## src/rtl/msg_pkg.sv

```systemverilog
// msg_pkg: shared constants and frame-state encoding for the UART message framer
package msg_pkg;
  localparam logic [7:0] SYNC_BYTE     = 8'h7E;
  localparam logic [7:0] CMD_DM_ENABLE = 8'hA8;
  localparam logic [7:0] CMD_DM_SET    = 8'hAC;
  localparam int         BAUD_CYCLES   = 1736;
  typedef enum logic [1:0] {S_IDLE, S_LEN, S_BODY} frame_state_t;
endpackage

```

## src/rtl/msg_timeout_timer.sv

```systemverilog
// msg_timeout_timer: saturating idle counter that flags a stalled frame
module msg_timeout_timer #(
  parameter int CYCLES = 52080
) (
  input  logic CLK,
  input  logic reset,
  input  logic clr,
  input  logic run,
  output logic expired
);
  localparam int W = $clog2(CYCLES + 1);
  logic [W-1:0] cnt;
  // count idle cycles while running, saturating at CYCLES
  always_ff @(posedge CLK or negedge reset)
    if (!reset) cnt <= '0;
    else if (clr) cnt <= '0;
    else if (run && cnt != W'(CYCLES)) cnt <= cnt + 1'b1;
  // expiry is seen on the edge that completes CYCLES idle cycles, so the error lands exactly CYCLES after the last byte
  assign expired = run && cnt >= W'(CYCLES - 1);
endmodule

```

## src/rtl/uart_msg_framer.sv

```systemverilog
// uart_msg_framer: assembles SYNC/LEN/body byte frames into parallel command messages
module uart_msg_framer
  import msg_pkg::*;
#(
  parameter int MAX_LEN        = 10,
  parameter int TIMEOUT_CYCLES = 52080
) (
  input  logic                 CLK,
  input  logic                 reset,
  input  logic [7:0]           rx_data,
  input  logic                 rx_valid,
  input  logic                 rx_ferr,
  output logic                 msg_valid,
  output logic [7:0]           msg_cmd,
  output logic [3:0]           msg_len,
  output logic [8*MAX_LEN-1:0] msg_data,
  output logic                 msg_err,
  output logic                 busy
);
  localparam logic [7:0] MAX_B = 8'(MAX_LEN);
  frame_state_t state;
  logic [3:0] len, idx;
  logic [MAX_LEN-1:0][7:0] wbuf, wbuf_nxt;
  logic byte_ok, expired;
  assign byte_ok = rx_valid && !rx_ferr;
  assign busy = state != S_IDLE;
  // working buffer with the incoming body byte merged in, so commit can copy it in the same edge
  always_comb begin
    wbuf_nxt = wbuf;
    for (int j = 0; j < MAX_LEN; j++) if (idx == 4'(j)) wbuf_nxt[j] = rx_data;
  end
  msg_timeout_timer #(.CYCLES(TIMEOUT_CYCLES)) u_timer (
    .CLK     (CLK),
    .reset   (reset),
    .clr     (byte_ok || state == S_IDLE),
    .run     (busy),
    .expired (expired)
  );
  // frame FSM: framing-error beats a byte, a byte beats timer expiry
  always_ff @(posedge CLK or negedge reset)
    if (!reset) begin
      state     <= S_IDLE;
      len       <= '0;
      idx       <= '0;
      wbuf      <= '0;
      msg_valid <= 1'b0;
      msg_err   <= 1'b0;
      msg_cmd   <= '0;
      msg_len   <= '0;
      msg_data  <= '0;
    end else begin
      msg_valid <= 1'b0;
      msg_err   <= 1'b0;
      unique case (state)
        S_IDLE: if (byte_ok && rx_data == SYNC_BYTE) state <= S_LEN;
        S_LEN:
          if (rx_ferr || (expired && !rx_valid)) begin
            msg_err <= 1'b1;
            state   <= S_IDLE;
          end else if (rx_valid) begin
            if (rx_data != 8'd0 && rx_data <= MAX_B) begin
              len   <= rx_data[3:0];
              wbuf  <= '0;
              idx   <= '0;
              state <= S_BODY;
            end else begin
              msg_err <= 1'b1;
              state   <= S_IDLE;
            end
          end
        S_BODY:
          if (rx_ferr || (expired && !rx_valid)) begin
            msg_err <= 1'b1;
            state   <= S_IDLE;
          end else if (rx_valid) begin
            wbuf <= wbuf_nxt;
            idx  <= idx + 4'd1;
            if (idx == len - 4'd1) begin
              msg_valid <= 1'b1;
              msg_cmd   <= wbuf_nxt[0];
              msg_len   <= len;
              msg_data  <= wbuf_nxt;
              state     <= S_IDLE;
            end
          end
        default: state <= S_IDLE;
      endcase
    end
endmodule

```

## config.mk

```make
export PLATFORM = sky130hd
export DESIGN_NAME = uart_msg_framer
export DESIGN_NICKNAME = d
export VERILOG_FILES = /design/src/rtl/msg_pkg.sv /design/src/rtl/msg_timeout_timer.sv /design/src/rtl/uart_msg_framer.sv
export SDC_FILE = /design/constraint.sdc
export NUM_CORES = 1
export LEC_CHECK = 0
export ABC_AREA = 1
export CORE_MARGIN = 8
export CORE_UTILIZATION = 35
export DETAILED_ROUTE_END_ITERATION = 10
export PLACE_DENSITY = 0.6
export SKIP_LAST_GASP = 1
export SYNTH_ARGS = -nofsm -noshare
export SYNTH_HDL_FRONTEND = slang
export SYNTH_HIERARCHICAL = 1
export SYNTH_SLANG_ARGS = --single-unit
```

## constraint.sdc

```tcl
create_clock -name CLK -period 4.65 [get_ports CLK]
set_input_delay 0.93 -clock CLK [delete_from_list [all_inputs] [get_ports CLK]]
set_output_delay 0.93 -clock CLK [all_outputs]
set_load 0.1 [all_outputs]
```

### Yosys cells after proc, flatten, opt, wreduce, memory -nomap -nowiden

Cells that the tools add are included.

| cells by class | value |
|---|---|
| add/subtract/negate cells | 3 |
| $lt $le $gt $ge | 2 |
| equality and inequality tests | 23 |
| multiplexer cells | 41 |
| bitwise logic cells | 1 |
| reduce and logical (&&, ||, !) cells | 20 |

Operators by type and width:

| kind | count |
|---|---|
| $mux 80 | 5 |
| $pmux 80 s2 | 1 |
| $mux 8 | 10 |
| $mux 16 | 2 |
| $mux 4 | 5 |
| $add 16x1->16 const B | 1 |
| $eq 4x3->1 const B | 4 |
| $ge 16x16->1 const B | 1 |
| $ne 16x16->1 const B | 1 |
| $mux 2 | 7 |
| $reduce_and 4->1 | 3 |
| $ne 2x2->1 const B | 5 |
| $ne 3x3->1 const B | 3 |
| $eq 4x2->1 const B | 2 |
| $eq 4x4->1 const B | 2 |
| $eq 8x7->1 const B | 1 |
| $le 8x4->1 const B | 1 |
| $mux 1 | 8 |
| $pmux 4 s2 | 1 |
| $reduce_bool 8->1 | 1 |
| $logic_and 1x1->1 | 6 |
| $pmux 2 s3 | 1 |
| $reduce_and 6->1 | 1 |
| $reduce_bool 2->1 | 3 |
| other kinds (13) | 15 |

| storage, ports and cells | value |
|---|---|
| register bits after elaboration | 200 |
| output and inout port bits | 95 |
| logic and storage cells | 109 |

### Longest topological paths before layout

| depth | value |
|---|---|
| depth in word-level cells | 6 |
| depth in mapped cells | 14 |

### Cells and area by module

Netlist, hierarchy kept.

Modules (own cells, without submodules):

| module | times used | cells each | area an instance (µm²) | sequential area each (µm²) |
|---|---|---|---|---|
| uart_msg_framer | 1 | 917 | 8221.6 | 4404.2 |
| msg_timeout_timer | 1 | 171 | 1118.6 | 400.4 |

### Worst setup path before layout

Ideal clock, no wire load.

| path | value |
|---|---|
| kind | reg2reg |
| start point | register state[0] |
| end point | register state[0] |
| library setup time | 117 ps |
| arrival time | 2158 ps |
| data required time | 4533 ps |
| setup slack | 2375 ps |
| stages on the path, launching flop included | 13 |
| buffers on the path | 0 |
| period minus slack after synthesis | 2275 ps |
| cell sequence | dfrtp_1 > inv_1 > ha_1 > inv_1 > inv_1 > nor2_1 > nor2_1 > nor2_1 > inv_1 > o211ai_1 > nand3_1 > nand2_1 > nand2_1 |

| between the ends | value |
|---|---|
| word-level cells in the longest chain between the ends | 6 |
| elaborated cells on any way between the ends | 15 |

RTL lines:

| element | line | RTL |
|---|---|---|
| start: declaration | uart_msg_framer.sv:21 | `frame_state_t state;` |
| start signal: assignment | uart_msg_framer.sv:42 | `state <= S_IDLE;` |
| start signal: assignment | uart_msg_framer.sv:55 | `S_IDLE: if (byte_ok && rx_data == SYNC_BYTE) state <= S_LEN;` |
| start signal: assignment | uart_msg_framer.sv:59 | `state <= S_IDLE;` |
| $reduce_bool 2->1 * | uart_msg_framer.sv:26 | `assign busy = state != S_IDLE;` |
| net busy | uart_msg_framer.sv:18 | `output logic busy` |
| $logic_and 1x1->1 * | msg_timeout_timer.sv:19 | `assign expired = run && cnt >= W'(CYCLES - 1);` |
| net expired | uart_msg_framer.sv:24 | `logic byte_ok, expired;` |
| $logic_and 1x1->1 * | uart_msg_framer.sv:57, uart_msg_framer.sv:72 |  |
| $logic_or 1x1->1 * | uart_msg_framer.sv:57, uart_msg_framer.sv:72 |  |
| $ne 3x3->1 (no source line), or another cell as far along | - |  |
| $reduce_and 4->1 (no source line) or $pmux 2 s3 (tied branches) | - |  |

Mark *: on every way through the listed nets, which the timed path passes. The rest lies on a longest branch.
A chain may end at the register's enable or synchronous reset.

### Worst setup path after layout

| path | value |
|---|---|
| start point | register state[0] |
| end point | output busy |

| between the ends | value |
|---|---|
| word-level cells in the longest chain between the ends | 1 |

RTL lines:

| element | line |
|---|---|
| $reduce_bool 2->1 | uart_msg_framer.sv:26 |
| end: declaration | uart_msg_framer.sv:18 |

No other way between the ends.

==> results.md <==
* Post-synth net total at 1,110
* CP Launch Type: flip-flop
* CTS Root Cell: clkbuf_16
* Vias in the first global route at 6,782
* Area contributors post-synth: dfrtp_1 (51%), nand2_1 (13%), o31ai_1 (6.3%)
* Worst-Margin Slew at 1.03 ns
* Max Clock Skew at 0.0103 ns
* Hpwl dp at 14,900 µm
* Fin. Hold Viols at 0
* Max FO, Critical Path at 4
* FMAX at 301 MHz
* PortBufs at 106
* Post-CTS Setup Inserts at 0
* Vias per cell at 4.87
* Tcrit/Tclk final at 0.714
* Residual DRC at 0
* Num Clock Sinks at 192
* Fillers at 2,711
* Die W at 179 µm
* Layout area overhead at 17.7%
* Detailed-route via count at 7,305
* Endpoints failing setup at 0
* Run status: finished, final reports clean
* Gpl congestion at 0.848
* Post-Syn Area at 9340 µm²
* Post-route ant nets at 0
* Core box area at 26,600 µm²
* FF/Latch Area at 4800 µm²
* Capturing point of the worst reg2reg path: msg_data[79]
* Fin cells at 1,501
* Area of the multi-input gates at 3640 µm²
* Leakage at 4.76 nW
* Synthesis Warnings at 6
* WP data required at 3.72 ns
* Crit. End Element: output port
* Commonest cells post-synth: nand2_1 (328), dfrtp_1 (192), inv_1 (84)
* IO Pins at 107
* Reg2reg start: len[0]
* End of the critical path: busy
* Max-cap viol count at 0
* Area of the die at 32,200 µm²
* DP Cell Count at 1,470
* Core Util, Final at 0.414
* Clock-pin transition on the worst setup and hold timing paths at 0.07 ns
* Top-count cell post-synth: nand2_1
* RSZ-0062 raised after global routing: false
* Critical path arrival at 2.39 ns
* Reg2reg path depth at 10
* Syn avg cell area at 8.58 µm²
* Worst-Skew Late Latency at 0.43 ns
* Inserted Diodes at 0
* EDFF count, synth at 0
* Worst min path class: reg -> reg
* Final wirelength at 22,800 µm
* 1st-pass router iterations at 5
* Met3 usage at 0.0304
* Yosys cell types at 34
* Initial antenna violation count at 0
* Setup TNS at 0 ns
* Syn Inst Count at 1,088
* R2R Setup Slk at 2.11 ns
* CTS Hold Bufs at 0
* Layout cells sized above 1 at 0.0690
* Setup slack after layout at 1.33 ns
* TritonCTS clock tree: done
* Fraction of registers with async set or reset after synthesis at 1.00
* M2 GR Usage at 0.220
* Synth area leader: dfrtp_1
* Crit Path Category: reg -> out
* H-tree depth at 4
* VDD IR max at 0.000214 V
* Rel. slew slack at 0.313
* Min cycle time layout at 3.32 ns
* Pwr/cell area at 415 nW/µm²
* Wire per inst at 15.2 µm
* # rows at 60
* GRT Overall Usage at 0.146
* Dpl ws at 1.34 ns
* Iter 0 DRT Violations at 700
* Final Slew Violations at 0
* Die Ht at 179 µm
* Starting Density at 0.351
* Largest net degree at the start of global routing at 130
* Remaining global-route overflow at 0
* Resize count post-CTS at 0
* Primary FF master, synth: dfrtp_1
* Sequential share of the synthesized area at 0.514
* First-pass GRT wire length at 36,900 µm
* Register bit total from synthesis at 192
* Met1 GRT Util at 0.208
* GRT busiest layer: met2
* Fin nets at 1,170
* Yosys top cell area share at 0.514
* Longest Clk Path Bufs at 2
* Num CTS Buffers at 17
* Crit path from: state[0]
## cell families (layout without fill, tap and decap cells)
group,count (synthesis),after routing,synth area share
buffers and inverters,163,235,0.0954
AND/OR/NAND/NOR,457,457,0.199
flip-flops,192,192,0.514
AO/OA/AOI/OAI,259,259,0.171
XOR/XNOR,7,7,0.00656
adder cells (fa/ha/maj),10,10,0.0134
## state kept, by name, summed over array words and instances (netlist names)
name,count
wbuf,80
msg_data,73
u_timer/cnt,16
msg_cmd,7
idx,4
len,4
msg_len,4
state,2
msg_err,1
msg_valid,1
## per-layer routing
| layer | vias to the layer above | part of all wire |
|---|---|---|
| met3 | 17 | 0.055 |
| li1 | 3705 | - |
| met2 | 175 | 0.45 |
| met1 | 3408 | 0.49 |
| met4 | 0 | 0.012 |
| met5 | - | 0 |
## critical path: stages (launching register included)
cell,delay [ns]
dfrtp_1,0.37
inv_1,0.07
ha_1,0.23
inv_1,0.13
clkdlybuf4s50_1,1.17
## through the flow
stage	power, mW	area (µm²)	hold slack (ns)
2_1_floorplan	2.74	9340	0.442
6_report	4.56	11000	0.476
3_3_place_gp	2.96	10300	0.455
5_1_grt	4.83	11000	0.490
3_5_place_dp	2.98	10300	0.459
4_1_cts	4.62	11000	0.476
## report_power, final
part,internal [mW],switching (mW),leakage (nW)
Sequential,1.83,0.106,2.63
Combinational,0.275,0.733,1.82
Clock,0.969,0.648,0.309
## layout make-up
| type | count | area share |
|---|---|---|
| Tap cell | 341 | 0.0388 |
| Inverter | 91 | 0.0311 |
| Sequential cell | 192 | 0.437 |
| Clock buffer | 18 | 0.0399 |
| Clock inverter | 13 | 0.0190 |
| Timing Repair Buffer | 113 | 0.103 |
| Multi-Input combinational cell | 733 | 0.331 |
## worst min-delay path by stage
stage | from | cells past startpoint | end | slack (ns)
floorplan | wbuf[39] | 2 | wbuf[39] | 0.44
global placement | wbuf[55] | 2 | wbuf[55] | 0.45
detailed placement | wbuf[47] | 2 | wbuf[47] | 0.46
CTS | wbuf[47] | 2 | wbuf[47] | 0.48
global route | wbuf[39] | 2 | wbuf[39] | 0.49
finish | wbuf[39] | 2 | wbuf[39] | 0.48
## cell usage in the layout, fill, tap and decap left out, types with 26 or more instances in the layout
cell type	netlist	layout
dfrtp_1	192	192
a21oi_1	36	36
clkdlybuf4s50_1	0	105
nand2_1	328	328
o21ai_2	26	26
o31ai_1	78	78
nor2_1	71	71
o21ai_1	44	44
nand3_1	29	29
inv_1	84	84
o21ai_0	71	71
No activity file was read; power rests on OpenSTA's default activity.
